==> config.mk <==
export PLATFORM = sky130hd
export DESIGN_NAME = stage_sequencer_flat
export DESIGN_NICKNAME = d
export VERILOG_FILES = /design/src/rtl/stage_sequencer_pkg.sv /design/src/rtl/stage_sequencer_if.sv /design/src/rtl/stage_mask_decoder.sv /design/src/rtl/stage_sequencer.sv /design/src/flat_wrapper.sv
export SDC_FILE = /design/constraint.sdc
export NUM_CORES = 1
export LEC_CHECK = 0
export CORE_ASPECT_RATIO = 0.6
export CORE_UTILIZATION = 46
export CTS_BUF_LIST = sky130_fd_sc_hd__clkbuf_2
export DETAILED_ROUTE_END_ITERATION = 10
export PLACE_DENSITY = 0.91
export SYNTH_ARGS = -nofsm -noshare
export SYNTH_HDL_FRONTEND = slang
export SYNTH_SLANG_ARGS = --single-unit
==> constraint.sdc <==
create_clock -name clk -period 2.75 [get_ports clk]
set_clock_uncertainty 0.05 [all_clocks]
set_input_delay 0.55 -clock clk [delete_from_list [all_inputs] [get_ports clk]]
set_output_delay 0.55 -clock clk [all_outputs]
set_load 0.1 [all_outputs]
==> src/rtl/stage_sequencer_pkg.sv <==
// stage_sequencer_pkg: shared constants for the multicycle stage sequencer
package stage_sequencer_pkg;
   localparam int OP_W    = 6;
   localparam int FUNCT_W = 6;
   localparam int STG_IF  = 0;
   localparam int STG_ID  = 1;
   localparam int STG_EX  = 2;
   localparam int STG_MEM = 3;
   localparam int STG_WB  = 4;
   localparam logic [2:0] MASK_EX_MEM_WB = 3'b111;
   localparam logic [2:0] MASK_EX_MEM    = 3'b011;
   localparam logic [2:0] MASK_EX_WB     = 3'b101;
   localparam logic [2:0] MASK_ONLY_EX   = 3'b001;
   localparam logic [2:0] MASK_NONE      = 3'b000;
   localparam logic [2:0] MASK_ONLY_WB   = 3'b100;
   localparam logic [OP_W-1:0] OP_R_R   = 6'h00;
   localparam logic [OP_W-1:0] OP_REGIMM = 6'h01;
   localparam logic [OP_W-1:0] OP_J     = 6'h02;
   localparam logic [OP_W-1:0] OP_JAL   = 6'h03;
   localparam logic [OP_W-1:0] OP_BEQ   = 6'h04;
   localparam logic [OP_W-1:0] OP_BNE   = 6'h05;
   localparam logic [OP_W-1:0] OP_BLEZ  = 6'h06;
   localparam logic [OP_W-1:0] OP_BGTZ  = 6'h07;
   localparam logic [OP_W-1:0] OP_ADDI  = 6'h08;
   localparam logic [OP_W-1:0] OP_ADDIU = 6'h09;
   localparam logic [OP_W-1:0] OP_SLTI  = 6'h0a;
   localparam logic [OP_W-1:0] OP_SLTIU = 6'h0b;
   localparam logic [OP_W-1:0] OP_ANDI  = 6'h0c;
   localparam logic [OP_W-1:0] OP_ORI   = 6'h0d;
   localparam logic [OP_W-1:0] OP_XORI  = 6'h0e;
   localparam logic [OP_W-1:0] OP_LUI   = 6'h0f;
   localparam logic [OP_W-1:0] OP_LB    = 6'h20;
   localparam logic [OP_W-1:0] OP_LH    = 6'h21;
   localparam logic [OP_W-1:0] OP_LW    = 6'h23;
   localparam logic [OP_W-1:0] OP_LBU   = 6'h24;
   localparam logic [OP_W-1:0] OP_LHU   = 6'h25;
   localparam logic [OP_W-1:0] OP_SB    = 6'h28;
   localparam logic [OP_W-1:0] OP_SH    = 6'h29;
   localparam logic [OP_W-1:0] OP_SW    = 6'h2b;
   localparam logic [FUNCT_W-1:0] FN_JR = 6'h08;
   typedef enum logic {RUN, HALTED} seq_state_t;
endpackage

==> src/rtl/stage_sequencer_if.sv <==
// stage_sequencer_if: decoder-side inputs and stage-enable outputs of the sequencer
interface stage_sequencer_if #(
   parameter int N_STAGES = 5,
   parameter int PREFIX_N = 2,
   parameter int RET_W    = 32
);
   import stage_sequencer_pkg::*;
   localparam int SUFFIX_W = N_STAGES - PREFIX_N;
   localparam int IDX_W    = $clog2(N_STAGES);
   logic [OP_W-1:0]     op_code;
   logic [FUNCT_W-1:0]  funct;
   logic [SUFFIX_W-1:0] suffix_mask;
   logic                stall;
   logic                halt;
   logic [N_STAGES-1:0] stage_en;
   logic [IDX_W-1:0]    stage_idx;
   logic                inst_read_en;
   logic                inst_done;
   logic                halted;
   logic [RET_W-1:0]    retired;
   modport master (
      input  op_code, funct, suffix_mask, stall, halt,
      output stage_en, stage_idx, inst_read_en, inst_done, halted, retired
   );
   modport slave (
      output op_code, funct, suffix_mask, stall, halt,
      input  stage_en, stage_idx, inst_read_en, inst_done, halted, retired
   );
endinterface

==> src/rtl/stage_mask_decoder.sv <==
// stage_mask_decoder: maps opcode/funct to the suffix stages (bit0 EX, bit1 MEM, bit2 WB)
module stage_mask_decoder import stage_sequencer_pkg::*; #(
   parameter int SUFFIX_W = 3
) (
   input  logic [OP_W-1:0]     op_code,
   input  logic [FUNCT_W-1:0]  funct,
   output logic [SUFFIX_W-1:0] mask
);
   logic [2:0] m;
   always_comb begin
      case (op_code)
         OP_LB, OP_LBU, OP_LH, OP_LHU, OP_LW:            m = MASK_EX_MEM_WB;
         OP_SB, OP_SH, OP_SW:                            m = MASK_EX_MEM;
         OP_R_R:                                         m = (funct == FN_JR) ? MASK_ONLY_EX : MASK_EX_WB;
         OP_ADDI, OP_ADDIU, OP_ANDI, OP_ORI, OP_XORI,
         OP_SLTI, OP_SLTIU, OP_JAL:                      m = MASK_EX_WB;
         OP_BEQ, OP_BNE, OP_BLEZ, OP_BGTZ, OP_REGIMM:    m = MASK_ONLY_EX;
         OP_J:                                           m = MASK_NONE;
         OP_LUI:                                         m = MASK_ONLY_WB;
         default:                                        m = MASK_EX_MEM_WB;
      endcase
   end
   assign mask = SUFFIX_W'(m);
endmodule

==> src/rtl/stage_sequencer.sv <==
// stage_sequencer: one-hot stage enable generator running IF/ID then the decoded suffix stages
module stage_sequencer import stage_sequencer_pkg::*; #(
   parameter int N_STAGES = 5,
   parameter int PREFIX_N = 2,
   parameter int EXT_MASK = 0,
   parameter int RET_W    = 32
) (
   input logic               clk,
   input logic               rst,
   stage_sequencer_if.master bus
);
   localparam int SUFFIX_W = N_STAGES - PREFIX_N;
   localparam int IDX_W    = $clog2(N_STAGES);
   seq_state_t          state_q, state_d;
   logic [N_STAGES-1:0] en_q, en_d;
   logic [IDX_W-1:0]    idx_q, idx_d, nxt_idx;
   logic [SUFFIX_W-1:0] mask_q, mask_d, dec_mask, eff_mask, above;
   logic [RET_W-1:0]    ret_q, ret_d;
   logic                done, last_pre;
   generate
      if (EXT_MASK != 0) begin : g_ext
         assign dec_mask = bus.suffix_mask;
      end else begin : g_dec
         stage_mask_decoder #(.SUFFIX_W(SUFFIX_W)) u_dec (
            .op_code (bus.op_code),
            .funct   (bus.funct),
            .mask    (dec_mask)
         );
      end
   endgenerate
   assign last_pre = idx_q == IDX_W'(PREFIX_N - 1);
   // the mask is still being decoded in the last prefix stage, so search it directly
   assign eff_mask = last_pre ? dec_mask : mask_q;
   always_comb begin
      above   = '0;
      nxt_idx = '0;
      for (int i = SUFFIX_W - 1; i >= 0; i--) begin
         above[i] = eff_mask[i] && (i + PREFIX_N > int'(idx_q));
         if (above[i]) nxt_idx = IDX_W'(i + PREFIX_N);
      end
   end
   always_comb begin
      state_d = state_q;
      en_d    = en_q;
      idx_d   = idx_q;
      mask_d  = mask_q;
      ret_d   = ret_q;
      done    = 1'b0;
      if (state_q == HALTED) begin
         if (!bus.halt) begin
            state_d = RUN;
            en_d    = N_STAGES'(1);
            idx_d   = IDX_W'(STG_IF);
         end
      end else if (!bus.stall) begin
         if (last_pre) mask_d = dec_mask;
         if (int'(idx_q) < PREFIX_N - 1) begin
            en_d  = en_q << 1;
            idx_d = idx_q + 1'b1;
         end else if (|above) begin
            en_d  = N_STAGES'(1) << nxt_idx;
            idx_d = nxt_idx;
         end else begin
            done    = 1'b1;
            ret_d   = ret_q + 1'b1;
            state_d = bus.halt ? HALTED : RUN;
            en_d    = bus.halt ? '0 : N_STAGES'(1);
            idx_d   = IDX_W'(STG_IF);
         end
      end
   end
   always_ff @(posedge clk) begin
      if (rst) begin
         state_q <= RUN;
         en_q    <= N_STAGES'(1);
         idx_q   <= IDX_W'(STG_IF);
         mask_q  <= '0;
         ret_q   <= '0;
      end else begin
         state_q <= state_d;
         en_q    <= en_d;
         idx_q   <= idx_d;
         mask_q  <= mask_d;
         ret_q   <= ret_d;
      end
   end
   assign bus.stage_en     = en_q;
   assign bus.stage_idx    = idx_q;
   assign bus.inst_read_en = en_q[0];
   assign bus.inst_done    = done & ~rst;
   assign bus.halted       = state_q == HALTED;
   assign bus.retired      = ret_q;
endmodule

==> src/flat_wrapper.sv <==
// flat-port wrapper written by rule: the top's interface ports become plain ports
module stage_sequencer_flat import stage_sequencer_pkg::*;
#(
   parameter int N_STAGES = 5,
   parameter int PREFIX_N = 2,
   parameter int EXT_MASK = 0,
   parameter int RET_W    = 32
)
  (clk, rst, bus_op_code, bus_funct, bus_suffix_mask, bus_stall, bus_halt, bus_stage_en, bus_stage_idx, bus_inst_read_en, bus_inst_done, bus_halted, bus_retired);
  stage_sequencer_if #(.N_STAGES(N_STAGES), .PREFIX_N(PREFIX_N), .RET_W(RET_W)) bus_i ();
  input logic clk;
  input logic rst;
  input wire logic [$bits(bus_i.op_code)-1:0] bus_op_code;
  input wire logic [$bits(bus_i.funct)-1:0] bus_funct;
  input wire logic [$bits(bus_i.suffix_mask)-1:0] bus_suffix_mask;
  input wire logic [$bits(bus_i.stall)-1:0] bus_stall;
  input wire logic [$bits(bus_i.halt)-1:0] bus_halt;
  output wire logic [$bits(bus_i.stage_en)-1:0] bus_stage_en;
  output wire logic [$bits(bus_i.stage_idx)-1:0] bus_stage_idx;
  output wire logic [$bits(bus_i.inst_read_en)-1:0] bus_inst_read_en;
  output wire logic [$bits(bus_i.inst_done)-1:0] bus_inst_done;
  output wire logic [$bits(bus_i.halted)-1:0] bus_halted;
  output wire logic [$bits(bus_i.retired)-1:0] bus_retired;
  assign bus_i.op_code = bus_op_code;
  assign bus_i.funct = bus_funct;
  assign bus_i.suffix_mask = bus_suffix_mask;
  assign bus_i.stall = bus_stall;
  assign bus_i.halt = bus_halt;
  assign bus_stage_en = bus_i.stage_en;
  assign bus_stage_idx = bus_i.stage_idx;
  assign bus_inst_read_en = bus_i.inst_read_en;
  assign bus_inst_done = bus_i.inst_done;
  assign bus_halted = bus_i.halted;
  assign bus_retired = bus_i.retired;
  stage_sequencer #(.N_STAGES(N_STAGES), .PREFIX_N(PREFIX_N), .EXT_MASK(EXT_MASK), .RET_W(RET_W)) u_core (.clk(clk), .rst(rst), .bus(bus_i));
endmodule
==> results_tabular.tex, run 1 <==
\begin{tabular}{lr}
\hline
Metric & Value \\
\hline
\multicolumn{2}{l}{\textbf{Critical path}} \\
\quad Category of the critical setup timing path & reg2out \\
\quad Data arrival time of the critical path & 2.32 ns \\
\quad Element type at the critical path end & output pin \\
\quad Largest fanout on the critical path & 3 \\
\quad Data required time of the critical path & 2.15 ns \\
\quad Sort of element at the start of the critical path & register \\
\multicolumn{2}{l}{\textbf{Route}} \\
\quad Violation count after the first detailed-routing iteration & 229 \\
\quad Wirelength per Cell & 17.49 um \\
\quad Remaining DRCs & 0 \\
\quad First-pass detailed-route iteration total & 5 \\
\quad Total via count in the routed design & 2786 \\
\quad Sum of routed wire length over all layers & 7767 um \\
\quad Post-route ant nets & 0 \\
\quad Via count normalized by instance count & 6.275 \\
\multicolumn{2}{l}{\textbf{STA}} \\
\quad Fmax & 342.4 MHz \\
\quad Fin. Hold Viols & 0 \\
\quad Final worst-path cycle share & 106.2\% \\
\quad Number of max-slew violations in the final report & 0 \\
\quad RSZ-0062 raised after global routing & yes \\
\quad Fin worst setup slack & -0.1706 ns \\
\quad Worst-case headroom to the max-slew limit & 57.76\% \\
\quad Slew @ Worst Pin & 0.6321 ns \\
\quad Post-Route Hold Slack & 0.4722 ns \\
\quad Crit path time final & 2.921 ns \\
\quad Final count of negative-setup-slack endpoints & 2 \\
\multicolumn{2}{l}{\textbf{Synth}} \\
\quad Main synth FF type & dfxtp\_1 \\
\quad Share of the synthesized area in the top cell type & 36.51\% \\
\quad Mapped Nets & 314 \\
\quad Fraction of registers with async set or reset after synthesis & 0\% \\
\quad Number of enable flip-flop cells after synthesis & 0 \\
\quad Total of warnings raised by yosys & 0 \\
\quad Top cell type by total area after synthesis & dfxtp\_1 \\
\quad Unique cell type count in the Yosys netlist & 54 \\
\quad Cell count after synthesis & 290 \\
\quad Post-synthesis cell area & 2412 um2 \\
\quad Dominant cells by area after synthesis & dfxtp\_1 (37\%), a21oi\_1 (7.1\%), o31ai\_1 (5.9\%) \\
\quad Seq/Total Area, Yosys & 36.51\% \\
\quad Avg Cell Area, Syn & 8.318 um2 \\
\quad Flops \& latches, synth & 44 \\
\multicolumn{2}{l}{\textbf{Clock tree}} \\
\quad TritonCTS clock tree & yes \\
\quad Clock transition at the register clock pins on the worst setup and hold paths after CTS & 0.23 ns \\
\quad Worst-skew pair later-pin latency & 0.43 ns \\
\quad \# clock sinks & 44 \\
\quad Deepest clock path buffer count & 2 \\
\quad CTS Hold Buffers Added & 0 \\
\quad Number of buffers created by CTS & 5 \\
\quad Depth of the CTS H-tree & 2 \\
\quad Clk root buf & clkbuf\_2 \\
\multicolumn{2}{l}{\textbf{Floorplanning}} \\
\quad Number of top-level design ports & 62 \\
\quad Vert. Die Dim & 58.10 um \\
\quad Effective utilization at floorplan & 50.23\% \\
\quad Area of the placeable core & 4802 um2 \\
\quad Area of the die & 5547 um2 \\
\quad Die width & 95.49 um \\
\quad FP Rows & 19 \\
\multicolumn{2}{l}{\textbf{Final layout}} \\
\quad Number of cells in the finished layout apart from fillers & 444 \\
\quad Layout cell share with drive strength beyond 1 & 37.01\% \\
\quad \# nets final & 404 \\
\quad Diodes inserted & 0 \\
\quad Filler instances & 361 \\
\quad P\&R area growth vs syn & 44.61\% \\
\quad Post-route standard cell area excluding fillers & 3488 um2 \\
\multicolumn{2}{l}{\textbf{Worst hold path}} \\
\quad Worst min-delay path class & reg2reg \\
\multicolumn{2}{l}{\textbf{Placed design}} \\
\quad Dpl hpwl & 5015 um \\
\quad Placed Instances & 426 \\
\quad Standard cell area after detailed placement & 3191 um2 \\
\quad Placement-stage worst setup slack & -0.4396 ns \\
\quad IO buf count & 58 \\
\quad Global placement routability congestion & 0.8955 \\
\multicolumn{2}{l}{\textbf{Job}} \\
\quad Max-capacitance violation count & 0 \\
\multicolumn{2}{l}{\textbf{GRT}} \\
\quad Congestion Overflow GR & 0 \\
\quad Initial antenna violation count & 0 \\
\quad Maximum number of pins on one net before global-route repair & 25 \\
\quad Global-route wire length before repair & 11370 um \\
\quad Number of global-route vias before repair & 2438 \\
\quad Total Routing Usage GR & 26.64\% \\
\multicolumn{2}{l}{\textbf{Run status}} \\
\quad Status & finished with violations \\
\quad Violated checks & negative setup slack \\
\multicolumn{2}{l}{\textbf{Power}} \\
\quad Power density relative to cell area & 574.5 nW/um2 \\
\quad Max VDD drop & 0.0005845 V \\
\quad Leakage & 1.301 nW \\
\hline
\end{tabular}
[cells in the final DEF, fill, tap and decap left out, types with 5 or more instances in the layout]
cell type / n
a21oi_1: 25
nand4_1: 5
or3_1: 12
dfxtp_1: 32
clkdlybuf4s50_1: 13
nand2_1: 17
a21oi_2: 9
or4_4: 8
dfxtp_2: 10
inv_1: 6
o21ai_0: 18
buf_4: 76
nor2_1: 22
or4_1: 7
clkbuf_2: 6
o31ai_1: 19
nand3_1: 10
and3_1: 6
[sequential cells by signal, summed over array words and instances (netlist names)]
register,cells
u_core.bus.stage_en,5
u_core.bus.stage_idx,3
u_core.bus.retired,32
u_core.mask_q,3
u_core.bus.halted,1
[per-stage QoR]
stage                     TNS, ns  util [%]  total power, mW
after CTS                 -0.1595     69.52            1.939
after global placement     -7.746     66.44            1.491
after global routing      -0.9593     72.64            2.074
after floorplan           -0.4333         -            1.281
after detailed placement   -9.889     66.44            1.514
final                     -0.2196     72.64            2.004
[layer usage]
layer  routed length, um  global-route usage, %
met1                3379                  36.44
met2                3678                  41.33
met3                 588                  6.037
met4                 121                  9.808
met5                   0                      0
[kinds of logic (layout without fill, tap and decap cells)]
logic type	after synthesis	in the layout	share of synthesized area [%]
multiplexers	4	4	1.763
flip-flops	44	44	36.51
AO/OA/AOI/OAI	90	90	23.44
adder cells (fa/ha/maj)	6	6	3.008
buffers and inverters	22	112	3.942
XOR/XNOR	3	3	1.089
AND/OR/NAND/NOR	121	122	30.24
[cell type report]
cell class	count	area, um2	area share (%)
well taps	63	78.83	2.260
clock buffers	6	30.03	0.8608
clock inverters	2	35.03	1.004
flip-flops and latches	44	900.9	25.82
inverters	7	28.78	0.8250
multi-input cells	225	1617	46.34
repair buffers	97	798.3	22.88
[final timing paths]
kind | from | end | slack, ns | cells after the start
worst min register to register | u_core.bus.retired[15] | u_core.bus.retired[15] | 0.47 | 2
worst max-delay path | u_core.bus.stage_idx[1] | bus_inst_done | -0.17 | 8
worst max register to register | u_core.bus.stage_idx[1] | u_core.bus.retired[26] | -0.05 | 12
worst min-delay path | u_core.bus.retired[15] | u_core.bus.retired[15] | 0.47 | 2
[critical path, stage by stage, from the launching register on]
cell     delay [ns]
dfxtp_4        0.40
inv_4          0.06
ha_4           0.13
or4b_4         0.48
a211o_1        0.32
nor3b_4        0.18
nand3_4        0.11
nor2_4         0.05
buf_12         0.17
[timing repair]
| action | 4_1_cts | 5_1_grt |
|---|---|---|
| gates cloned | 0 | 1 |
| pin swaps | 6 | 13 |
| resized for setup | 9 | 28 |
| buffers inserted | 6 | 9 |
| endpoints found under the setup margin | 1 | 19 |
[where the power goes]
part	switching [mW]	internal (mW)
clock	0.217	0.156
sequential	0.0383	0.678
combinational	0.581	0.334
[cells in the mapped netlist (2+ instances only)]
| cell type | n |
|---|---|
| dfxtp_1 | 44 |
| a21oi_1 | 34 |
| nor2_1 | 23 |
| o31ai_1 | 19 |
| o21ai_0 | 18 |
| nand2_1 | 17 |
| or4_1 | 15 |
| clkbuf_1 | 12 |
| or3_1 | 12 |
| nand3_1 | 10 |
| inv_1 | 7 |
| and3_1 | 6 |
| ha_1 | 5 |
| nand4_1 | 5 |
| nand2b_1 | 4 |
| nor2b_1 | 4 |
| nor3_1 | 4 |
| and2_1 | 3 |
| nand3b_1 | 3 |
| nand4_2 | 3 |
| a211oi_1 | 2 |
| a21boi_0 | 2 |
| a22oi_1 | 2 |
| mux2_2 | 2 |
| mux2i_1 | 2 |
| nor3b_1 | 2 |
| o2111ai_1 | 2 |
| xnor2_1 | 2 |
(Power assumes the default switching activity.)
==> inputs of run 2 (changes only) <==
Settings changed: REMOVE_ABC_BUFFERS set to 1.
==> results_tabular.tex, run 2 (synthesis results as in run 1) <==
\begin{tabular}{lr}
\hline
Metric & Value \\
\hline
\multicolumn{2}{l}{\textbf{Critical path}} \\
\quad Flop-to-flop setup slack & -0.09 ns (-0.04 ns) \\
\quad Data required time of the critical path & 2.15 ns (about the same) \\
\quad Origin of the critical flop-to-flop path & u\_core.bus.stage\_idx[1] \\
\quad Sort of element at the start of the critical path & register \\
\quad CP bufs+invs & 3 (+1) \\
\quad Series of cell instances along the critical path & inv\_2 > ha\_4 > or4b\_4 > buf\_6 > a211o\_1 > nor3b\_4 > nand3\_4 > nor2\_4 > buf\_12 \\
\quad Crit-path leading delay family & simple AND/OR/NAND/NOR gates \\
\quad Cell with the largest stage delay on the worst path & or4b\_4 \\
\quad Data arrival time of the critical path & 2.34 ns (+0.02 ns) \\
\quad CP peak stage delay & 0.46 ns (-0.02 ns) \\
\quad R2R cell count & 11 (-1) \\
\quad Endpoint of the most critical register-to-register path & u\_core.bus.retired[23] \\
\quad Category of the critical setup timing path & reg2out \\
\quad Element type at the critical path end & output pin \\
\quad Largest fanout on the critical path & 4 (+1) \\
\multicolumn{2}{l}{\textbf{Run status}} \\
\quad Status & finished with violations \\
\quad Violated checks & negative setup slack \\
\multicolumn{2}{l}{\textbf{STA}} \\
\quad Final worst-path cycle share & 106.9\% (+0.71 points) \\
\quad Slew @ Worst Pin & 0.4861 ns (-0.1460 ns) \\
\quad Fin worst setup slack & -0.1899 ns (-0.01939 ns) \\
\quad Final count of negative-setup-slack endpoints & 8 (+6) \\
\quad Worst-case headroom to the max-slew limit & 67.51\% (+9.8 points) \\
\quad Crit path time final & 2.940 ns (+0.01939 ns) \\
\quad Number of max-slew violations in the final report & 0 (unchanged) \\
\quad RSZ-0062 raised after global routing & yes \\
\quad Fin. Hold Viols & 0 (unchanged) \\
\quad Fmax & 340.1 MHz (-0.66\%) \\
\multicolumn{2}{l}{\textbf{Worst hold path}} \\
\quad Worst min-delay path class & reg2reg \\
\quad Worst hold path cell count & 2 (unchanged) \\
\quad WHS Endpoint & u\_core.bus.retired[25] \\
\quad Hold path start & u\_core.bus.retired[25] \\
\multicolumn{2}{l}{\textbf{Clock tree}} \\
\quad Worst-skew pair later-pin latency & 0.43 ns (about the same) \\
\quad Deepest clock path buffer count & 2 (unchanged) \\
\quad Clock transition at the register clock pins on the worst setup and hold paths after CTS & 0.22 ns (about the same) \\
\quad \# clock sinks & 44 (unchanged) \\
\quad Depth of the CTS H-tree & 2 (unchanged) \\
\quad Clk root buf & clkbuf\_2 \\
\quad Number of buffers created by CTS & 5 (unchanged) \\
\quad TritonCTS clock tree & yes \\
\multicolumn{2}{l}{\textbf{Final layout}} \\
\quad P\&R area growth vs syn & 35.06\% \\
\quad Flip-flop count of the largest register after layout & 32 (unchanged) \\
\quad Layout cell share with drive strength beyond 1 & 27.08\% (-9.9 points) \\
\quad \# nets final & 396 (-2.0\%) \\
\quad Post-layout utilization of the core & 67.85\% (-4.8 points) \\
\quad Filler instances & 401 (+11\%) \\
\quad Most frequent cells in the layout & buf\_4 (73), dfxtp\_1 (42), a21oi\_1 (34), nor2\_1 (22), o31ai\_1 (19) \\
\quad Post-route standard cell area excluding fillers & 3258 um2 (-6.6\%) \\
\quad Most common library cell in the layout ignoring fill and taps & buf\_4 \\
\quad Diodes inserted & 0 (unchanged) \\
\multicolumn{2}{l}{\textbf{GRT}} \\
\quad Total Routing Usage GR & 27.16\% (+0.52 points) \\
\quad Number of global-route vias before repair & 2440 (+0.082\%) \\
\quad Maximum number of pins on one net before global-route repair & 48 (+92\%) \\
\quad Initial antenna violation count & 0 (unchanged) \\
\quad Global-route wire length before repair & 11620 um (+2.2\%) \\
\quad Congestion Overflow GR & 0 (unchanged) \\
\multicolumn{2}{l}{\textbf{Power}} \\
\quad Internal power summed over all cells & 1.107 mW (-5.2\%) \\
\quad Logic pwr share & 42.8\% (-2.8 points) \\
\quad Power density relative to cell area & 581.8 nW/um2 (+1.3\%) \\
\quad Seq pwr share & 37.5\% (+1.8 points) \\
\quad Max VDD drop & 0.0005084 V (-13\%) \\
\quad Switching power total & 788.8 uW (-5.7\%) \\
\quad Clock share of power & 19.7\% (+1.1 points) \\
\quad Leakage & 1.219 nW (-6.3\%) \\
\quad Share of total power consumed by net switching & 41.61\% (-0.12 points) \\
\multicolumn{2}{l}{\textbf{Placed design}} \\
\quad Global placement routability congestion & 0.9185 (+2.6\%) \\
\quad IO buf count & 58 (unchanged) \\
\quad Standard cell area after detailed placement & 3118 um2 (-2.3\%) \\
\quad Placement-stage worst setup slack & -0.4855 ns (-0.04595 ns) \\
\quad Dpl hpwl & 5194 um (+3.6\%) \\
\multicolumn{2}{l}{\textbf{Route}} \\
\quad Sum of routed wire length over all layers & 7120 um (-8.3\%) \\
\quad First-pass detailed-route iteration total & 4 (-1) \\
\quad Wirelength per Cell & 16.33 um (-6.6\%) \\
\quad Remaining DRCs & 0 (unchanged) \\
\quad Total via count in the routed design & 2614 (-6.2\%) \\
\quad Post-route ant nets & 0 (unchanged) \\
\quad Via count normalized by instance count & 5.995 (-4.5\%) \\
\quad Violation count after the first detailed-routing iteration & 137 (-40\%) \\
\multicolumn{2}{l}{\textbf{Floorplanning}} \\
\quad Area of the placeable core & 4802 um2 (unchanged) \\
\quad Die width & 95.49 um (unchanged) \\
\quad Vert. Die Dim & 58.10 um (unchanged) \\
\quad Area of the die & 5547 um2 (unchanged) \\
\quad Number of top-level design ports & 62 (unchanged) \\
\quad FP Rows & 19 (unchanged) \\
\quad Effective utilization at floorplan & 50.23\% (unchanged) \\
\multicolumn{2}{l}{\textbf{Job}} \\
\quad Max-capacitance violation count & 0 (unchanged) \\
\hline
\end{tabular}
## run 2: worst max path at each step
stage | start | end | slack, ns | cells past startpoint
after floorplan | u_core.bus.stage_idx[1] | bus_inst_done | -1.84 | 7
after global placement | bus_op_code[5] | bus_inst_done | -0.37 | 7
after detailed placement | bus_op_code[5] | u_core.bus.retired[23] | -0.49 | 8
after CTS | u_core.bus.stage_idx[1] | bus_inst_done | -0.19 | 9
after global routing | u_core.bus.stage_idx[1] | bus_inst_done | -0.25 | 9
final | u_core.bus.stage_idx[1] | bus_inst_done | -0.19 | 9
## run 2: power groups by stage
stage	sequential, mW	clock [mW]	combinational, mW
floorplan	0.952	0	0.276
global placement	0.715	0	0.734
detailed placement	0.719	0	0.750
CTS	0.710	0.372	0.800
global route	0.715	0.400	0.856
finish	0.711	0.373	0.812
## run 2: metrics by stage
step,power [mW],cells,hold WS [ns],setup TNS [ns]
6_report,1.896,436,0.4744,-0.5371
5_1_grt,1.971,436,0.4859,-1.653
4_1_cts,1.883,436,0.4725,-0.4641
3_5_place_dp,1.468,424,0.4458,-12.69
3_3_place_gp,1.449,424,0.4228,-9.470
2_1_floorplan,1.228,275,0.4388,-22.36
## run 2: routing by layer
metal | GRT usage, % | share of wire, % | vias up
met5 | 0 | 0 | -
met4 | 7.889 | 1.1 | 0
met3 | 6.562 | 6.9 | 12
met2 | 43.16 | 45 | 94
met1 | 36.83 | 47 | 1243
li1 | - | - | 1265
## run 2: repair_timing
| item | CTS | global route |
|---|---|---|
| hold buffers | 0 | 0 |
| setup buffers | 4 | 0 |
| setup endpoints to repair | 8 | 20 |
| pin swaps | 2 | 2 |
| gates resized for setup | 12 | 1 |
## run 2: worst reg2reg max path: stages, from the launching register on
cell	delay [ns]
dfxtp_2	0.38
inv_2	0.07
ha_4	0.14
or4b_4	0.46
o211a_2	0.17
a211oi_4	0.24
buf_4	0.16
buf_4	0.10
buf_4	0.11
nand4_2	0.19
or4_1	0.53
a21oi_1	0.18
## run 2: cell type report
type	count	area, um2	area share [%]
inverters	7	26.28	0.8065
clock inverters	3	37.54	1.152
well taps	63	78.83	2.419
flip-flops and latches	44	883.3	27.11
clock buffers	5	25.02	0.7681
repair buffers	90	728.2	22.35
multi-input cells	224	1479	45.39
